==> config.mk <==
export PLATFORM = sky130hd
export DESIGN_NAME = ex_stage
export DESIGN_NICKNAME = d
export VERILOG_FILES = /design/src/rtl/ex_stage.sv
export SDC_FILE = /design/constraint.sdc
export NUM_CORES = 1
export LEC_CHECK = 0
export ABC_AREA = 1
export CELL_PAD_IN_SITES_DETAIL_PLACEMENT = 1
export CELL_PAD_IN_SITES_GLOBAL_PLACEMENT = 2
export CORE_MARGIN = 2
export CORE_UTILIZATION = 17
export DETAILED_ROUTE_END_ITERATION = 8
export PLACE_DENSITY_LB_ADDON = 0.1
export SLEW_MARGIN = 20
export SYNTH_ARGS = -nofsm -noshare
export SYNTH_HDL_FRONTEND = slang
export SYNTH_SLANG_ARGS = --single-unit
export TNS_END_PERCENT = 5
==> constraint.sdc <==
create_clock -name clk -period 1.2 [get_ports clk]
set_input_delay 0.36 -clock clk [delete_from_list [all_inputs] [get_ports clk]]
set_output_delay 0.36 -clock clk [all_outputs]
set_load 0.02 [all_outputs]
==> src/rtl/ex_stage.sv <==
// ex_stage: execute stage with operand and result registers, valid/ready on both sides.
// Define EX_FORWARD_EN to enable writeback capture/refresh forwarding and result-register bypass.
module ex_stage #(
  parameter int DW = 32,
  parameter int RW = 4
) (
  input  logic          clk,
  input  logic          rst_n,
  input  logic          in_valid,
  output logic          in_ready,
  input  logic [3:0]    in_op,
  input  logic [RW-1:0] in_rd,
  input  logic          in_we,
  input  logic [RW-1:0] in_ra,
  input  logic [RW-1:0] in_rb,
  input  logic [DW-1:0] in_a,
  input  logic [DW-1:0] in_b,
  input  logic          in_imm_sel,
  input  logic [DW-1:0] in_imm,
  output logic [3:0]    alu_opcode,
  output logic [DW-1:0] alu_left,
  output logic [DW-1:0] alu_right,
  input  logic [DW-1:0] alu_out,
  output logic          out_valid,
  input  logic          out_ready,
  output logic [RW-1:0] out_rd,
  output logic          out_we,
  output logic [DW-1:0] out_data,
  input  logic          wb_en,
  input  logic [RW-1:0] wb_rd,
  input  logic [DW-1:0] wb_data
);
  logic          r_op_valid, r_we, r_imm_sel, r_out_valid, r_out_we;
  logic [3:0]    r_op;
  logic [RW-1:0] r_rd, r_ra, r_rb, r_out_rd;
  logic [DW-1:0] r_a, r_b, r_out_data;
  logic          w_in_fire, w_out_fire, w_adv;
  logic [DW-1:0] w_a_in, w_b_in, w_a_hold, w_b_hold;

  assign w_adv      = r_op_valid & (!r_out_valid | out_ready);
  assign in_ready   = !r_op_valid | w_adv;
  assign w_in_fire  = in_valid & in_ready;
  assign w_out_fire = r_out_valid & out_ready;

`ifdef EX_FORWARD_EN
  // The newest producer wins: result register over operand register, wb port over register file.
  assign w_a_in    = (wb_en && wb_rd == in_ra) ? wb_data : in_a;
  assign w_b_in    = in_imm_sel ? in_imm : (wb_en && wb_rd == in_rb) ? wb_data : in_b;
  assign w_a_hold  = (wb_en && wb_rd == r_ra) ? wb_data : r_a;
  assign w_b_hold  = (!r_imm_sel && wb_en && wb_rd == r_rb) ? wb_data : r_b;
  assign alu_left  = (r_out_valid && r_out_we && r_out_rd == r_ra) ? r_out_data : r_a;
  assign alu_right = (!r_imm_sel && r_out_valid && r_out_we && r_out_rd == r_rb) ? r_out_data : r_b;
`else
  logic w_unused;
  assign w_unused  = ^{wb_en, wb_rd, wb_data, r_ra, r_rb, r_imm_sel};
  assign w_a_in    = in_a;
  assign w_b_in    = in_imm_sel ? in_imm : in_b;
  assign w_a_hold  = r_a;
  assign w_b_hold  = r_b;
  assign alu_left  = r_a;
  assign alu_right = r_b;
`endif

  assign alu_opcode = r_op;
  assign out_valid  = r_out_valid;
  assign out_rd     = r_out_rd;
  assign out_we     = r_out_we;
  assign out_data   = r_out_data;

  always_ff @(posedge clk or negedge rst_n) begin
    if (!rst_n) begin
      r_op_valid  <= 1'b0;
      r_op        <= '0;
      r_rd        <= '0;
      r_we        <= 1'b0;
      r_ra        <= '0;
      r_rb        <= '0;
      r_imm_sel   <= 1'b0;
      r_a         <= '0;
      r_b         <= '0;
      r_out_valid <= 1'b0;
      r_out_rd    <= '0;
      r_out_we    <= 1'b0;
      r_out_data  <= '0;
    end else begin
      r_op_valid <= w_in_fire | (r_op_valid & !w_adv);
      if (w_in_fire) begin
        r_op      <= in_op;
        r_rd      <= in_rd;
        r_we      <= in_we;
        r_ra      <= in_ra;
        r_rb      <= in_rb;
        r_imm_sel <= in_imm_sel;
        r_a       <= w_a_in;
        r_b       <= w_b_in;
      end else if (r_op_valid && !w_adv) begin
        r_a <= w_a_hold;
        r_b <= w_b_hold;
      end
      if (w_adv) begin
        r_out_valid <= 1'b1;
        r_out_data  <= alu_out;
        r_out_rd    <= r_rd;
        r_out_we    <= r_we;
      end else if (w_out_fire) begin
        r_out_valid <= 1'b0;
      end
    end
  end
endmodule
==> flow_summary.ini <==
[status]
run_status = finished, violations left
violated_checks = negative setup slack

[drt]
drc = 0
routed_wirelength_um = 19300
routed-via-count = 4848
wl_per_cell_um = 15.7
vias_per_cell = 3.95
dr.first_iter.drc_count = 211
first_pass_iters = 4
drt.antenna.violating_nets = 0

[place]
hpwl_um = 14000
routability_congestion_estimate_from_global_placement = 0.750
buffer_ports.inserted = 248
placement.setup.worst_slack_ns = -0.528
place_inst = 1199

[die]
die-area_sq_um = 29800
die_x_um = 173
core_region_area_sq_um = 27900
die_height_um = 173
row_count = 61
ioPinCount = 294
floorplan.initialDensity_pct = 17.3

[sta]
setup_ws_ns = -0.236
fin_worst_skew_ns = 0.0133
final_hold_viol_count = 0
holdWs_ns = 0.384
max-slew-margin-rel_pct = 71.6
period_share_pct = 120
setup-violations-final = 180
worst_slew_pin_slew_ns = 0.425
grt_setup_unrepaired = yes
final.min_clock_period_ns = 1.44
finalMaxSlewViolations = 0
achievable-frequency_mhz = 696

[grt]
grt_usage_pct = 12.9
grt_remaining_overflow = 0
first_global_vias = 5427
grt_antenna_before_repair = 1
grt_start_max_net_pins = 42
grt_pass1_wl_um = 30900

[worst_setup_path]
setup.worst_path.end_class = output port
crit_arrival_ns = 1.08
timing_worst_setup_path_type = register to output port
worst_ep_required_time_ns = 0.84
timing.critical_path.fanout_max = 2
worst_setup_path_start_kind = register

[cts]
cts.sink_count = 112
clk_transition_reported_paths_ns = 0.08
cts.htree.levels = 3
cts_tree = done
clock_latency_reported_for_the_late_side_of_the_worst_skew_pair_ns = 0.36
cts_made_buffers = 9
cts_root_buffer = sky130_fd_sc_hd__clkbuf_16
number_of_buffers_on_the_longest_clock_path = 2

[logic_synthesis]
synth_top_area_cell = sky130_fd_sc_hd__dfrtp_1
synth.ff_latch_count = 112
synthesis.nets = 776
syn-instance-count = 589
yosys_warnings = 0
post_synth_num_cell_types = 11
synthesis.area_sq_um = 4840
yosys-top-cells-area = sky130_fd_sc_hd__dfrtp_1, sky130_fd_sc_hd__nand2_1, sky130_fd_sc_hd__nand3_1
share_of_flip_flops_with_an_asynchronous_set_or_reset_after_synthesis_pct = 100
dominantRegCellSynth = sky130_fd_sc_hd__dfrtp_1
post-synth-top-area-fraction_pct = 57.9
yosys-top-cells-count = sky130_fd_sc_hd__nand2_1, sky130_fd_sc_hd__dfrtp_1, sky130_fd_sc_hd__nand3_1
synth.yosys.seq_area_share_pct = 57.9
post-synth-top-count-cell = sky130_fd_sc_hd__nand2_1
postSynthAreaPerCell_sq_um = 8.21
synth_edf_count = 0

[power_and_ir_drop]
ir_drop_mv = 0.764
power_leakage_nw = 4.18
cellPowerDensity_nw_per_um2 = 1390

[layout]
n_fill_cell = 3290
nNetsFinal = 1030
final_cell_count_no_fill = 1226
flow.area_growth_from_synthesis_pct = 70.1
multi_input_combinational_cell_area_sq_um = 1800
drive_above_1_share_pct = 19.6
layout.area.seq_sq_um = 2800
antennaDiodeCount = 0

[worst_hold_path]
hold_class = input port to async pin

[run]
maxCapViolations = 0
-- area by class of cell --
class                      instances  share of cell area [%]
sequential                       112                    34.1
inverter                           3                   0.137
multi-input combinational        432                    21.8
timing repair buffer             285                    34.8
tap                              378                    5.75
clock inverter                     6                   0.608
clock buffer                      10                    2.78
-- cells by family after synthesis --
logic type	synth area share, %
simple gates	36.5
flops	57.9
buf+inv	5.51
-- critical path: stages, from the launching register on --
cell and delay (ns):
sky130_fd_sc_hd__dfrtp_2 0.41, sky130_fd_sc_hd__buf_6 0.12, sky130_fd_sc_hd__nand3_4 0.07, sky130_fd_sc_hd__buf_12 0.12
-- power by group --
| group | total [mW] | switching (mW) | internal, mW |
|---|---|---|---|
| Clock | 2.96 | 1.52 | 1.45 |
| Sequential | 4.74 | 0.386 | 4.36 |
| Combinational | 3.73 | 1.98 | 1.75 |
| Total | 11.4 | 3.88 | 7.55 |
-- layer usage --
metal	up-vias	GRT usage [%]	routed length (um)
li1	2362	-	-
met1	2318	15.7	8370
met2	149	22.2	9390
met3	17	3.83	1190
met4	2	3.60	318
met5	-	0	13
-- registers in the layout (all words and copies together) (netlist names) --
name        cells
r_op_valid      1
alu_opcode      4
r_rd            4
alu_right      32
out_valid       1
r_we            1
out_data       32
out_rd          4
alu_left       32
out_we          1
-- stage by stage --
stage / TNS, ns / utilization [%] / instance area, sq um / total power, mW
floorplan: 0 / - / 4850 / 6.35
global placement: -62.68 / 28.2 / 7890 / 8.56
detailed placement: -64.37 / 28.2 / 7890 / 8.61
CTS: -19.92 / 28.6 / 7990 / 11.5
global route: -29.03 / 29.5 / 8230 / 12.2
finish: -18.13 / 29.5 / 8230 / 11.4
-- worst paths after layout --
path / cells after the start / start / slack (ns) / end
min in group clk: 2 / out_data[11] / 0.48 / out_data[11]
hold / removal: 2 / rst_n / 0.38 / out_data[26]
setup reg to reg: 8 / out_valid / -0.18 / alu_left[27]
max in group asynchronous: 3 / rst_n / 0.31 / alu_right[29]
setup / recovery: 3 / out_valid / -0.24 / in_ready
hold reg to reg: 2 / out_data[11] / 0.48 / out_data[11]
-- cells in the final DEF, fill, tap and decap left out, types with 2 or more instances in the layout --
cell	n
sky130_fd_sc_hd__inv_6	2
sky130_fd_sc_hd__inv_1	2
sky130_fd_sc_hd__clkdlybuf4s15_2	2
sky130_fd_sc_hd__nand2_1	319
sky130_fd_sc_hd__buf_2	45
sky130_fd_sc_hd__clkbuf_16	13
sky130_fd_sc_hd__buf_6	62
sky130_fd_sc_hd__nand3_1	109
sky130_fd_sc_hd__buf_4	18
sky130_fd_sc_hd__clkdlybuf4s50_1	138
sky130_fd_sc_hd__dfrtp_1	111
sky130_fd_sc_hd__buf_12	14
-- timing repair --
item / in CTS / in global routing
buffers inserted: 3 / 3
hold endpoints to repair: 6 / 0
cloned: 0 / 4
resized for setup: 501 / 46
pin swaps: 1 / 1
hold buffers: 1 / 0
setup endpoints to repair: 218 / 216
(Power assumes the default switching activity.)
==> edit (same settings) <==
Reset style: synchronous (`rst_n`), changed in one clocked block.
--- a/src/rtl/ex_stage.sv
+++ b/src/rtl/ex_stage.sv
@@ -67,7 +67,7 @@
   assign out_we     = r_out_we;
   assign out_data   = r_out_data;
 
-  always_ff @(posedge clk or negedge rst_n) begin
+  always_ff @(posedge clk) begin
     if (!rst_n) begin
       r_op_valid  <= 1'b0;
       r_op        <= '0;
Behaviour: differs if rst_n is asserted again (counterexample within 4 cycles, from zero or initial values and one cycle with rst_n low); with rst_n held inactive, the same outputs for 4 cycles.
==> edit against the original RTL <==
- the run still ends with negative setup slack left
- worst setup slack improved by 0.14 ns
- wire length fell by 5.2%
- non-clock buffer count fell by 13
- combinational power fell by 38%
- final area rose by 3.1%
- power fell by 15%
- global-route usage fell by 0.99 points
- count of clock-buffer cells in the layout fell by 1
- fmax rose by 11%
- area after synthesis rose by 0.23%
- sequential cell count did not move
- critical path depth fell by 1
- worst hold slack improved by 0.089 ns
- largest cell class unchanged
- largest power group unchanged
==> edit: results (changes against the original RTL) <==
| Metric | Value |
|---|---|
| Switching Share | `28.9% (was 33.9%)` |
| Ys flop type | `dfxtp_1 (was dfrtp_1)` |
| Met3 Routed Length | `1.49 mm (was 1.19 mm)` |
| Static leakage | `3.77 nW (was 4.18 nW)` |
| Routed length per placed instance | `13.8 um (was 15.7 um)` |
| Fill count | `3381 (was 3290)` |
| Final setup fails | `17 (was 180)` |
| Placed Cells | `1301 (was 1199)` |
| Seq pwr share | `43.4% (was 41.5%)` |
| Setup WS post-layout | `-0.0971 ns (was -0.236 ns)` |
| CP max stage cell | `dfxtp_4 (was dfrtp_2)` |
| Met2 usage | `18.6% (was 22.2%)` |
| Failing checks | `negative setup slack (unchanged)` |
| M1 WL | `8.51 mm (was 8.37 mm)` |
| Met3 usage | `4.90% (was 3.83%)` |
| GR Util met1 | `15.1% (was 15.7%)` |
| Initial antenna violation count | `4 (was 1)` |
| Routed vias/inst | `3.82 (was 3.95)` |
| R2r worst-path depth | `6 (was 8)` |
| Routed length on met2 | `8.03 mm (was 9.39 mm)` |
| DP Area | `0.00781 mm2 (was 0.00789 mm2)` |
| Vias in the first global route | `5093 (was 5427)` |
| Outcome | `finished with violations (unchanged)` |
| Seq/Total Area, Yosys | `46.2% (was 57.9%)` |
| Post-synth cell types | `17 (was 11)` |
| Hold slack final | `0.472 ns (was 0.384 ns)` |
| Compound-cell area share of the yosys netlist | `11.6% (was 0%)` |
| Power Clock | `3.21 mW (was 2.96 mW)` |
| Total track usage | `11.9% (was 12.9%)` |
| Area contributors post-synth | `dfxtp_1 (46%), nor2_1 (14%), nand2_1 (11%) (was dfrtp_1 (58%), nand2_1 (25%), nand3_1 (11%))` |
| Initial DRC Count | `158 (was 211)` |
| Pin count of the biggest net entering global routing | `70 (was 42)` |
| Pre-CTS WS | `-0.719 ns (was -0.528 ns)` |
| Final wirelength | `18.3 mm (was 19.3 mm)` |
| Dpl hpwl | `12.7 mm (was 14.0 mm)` |
-- edit: cell types whose count changed after synthesis, sizes merged, moves of 43 or more --
cell	unedited run	this run
nand2	321	140
nor2	0	179
dfrtp	112	0
dfxtp	0	112
nand3	111	1
o21ai	0	69
inv	3	68
a21oi	0	43
-- edit: area by class of cell --
| class | count | area, um2 | share of cell area [%] |
|---|---|---|---|
| clock inverters | 6 | 75.1 | 0.885 |
| repair buffers | 272 | 2960 | 34.9 |
| inverters | 68 | 255 | 3.01 |
| well taps | 378 | 473 | 5.58 |
| diodes | 3 | 7.51 | 0.0885 |
| flip-flops and latches | 112 | 2380 | 28.1 |
| clock buffers | 9 | 225 | 2.65 |
| multi-input cells | 473 | 2100 | 24.8 |
-- edit: timing repair --
| item | CTS | global route |
|---|---|---|
| pin swaps | 1 | 0 |
| resized for setup | 734 | 8 |
| cloned | 0 | 2 |
| hold endpoints to repair | 0 | 0 |
| setup endpoints to repair | 217 | 171 |
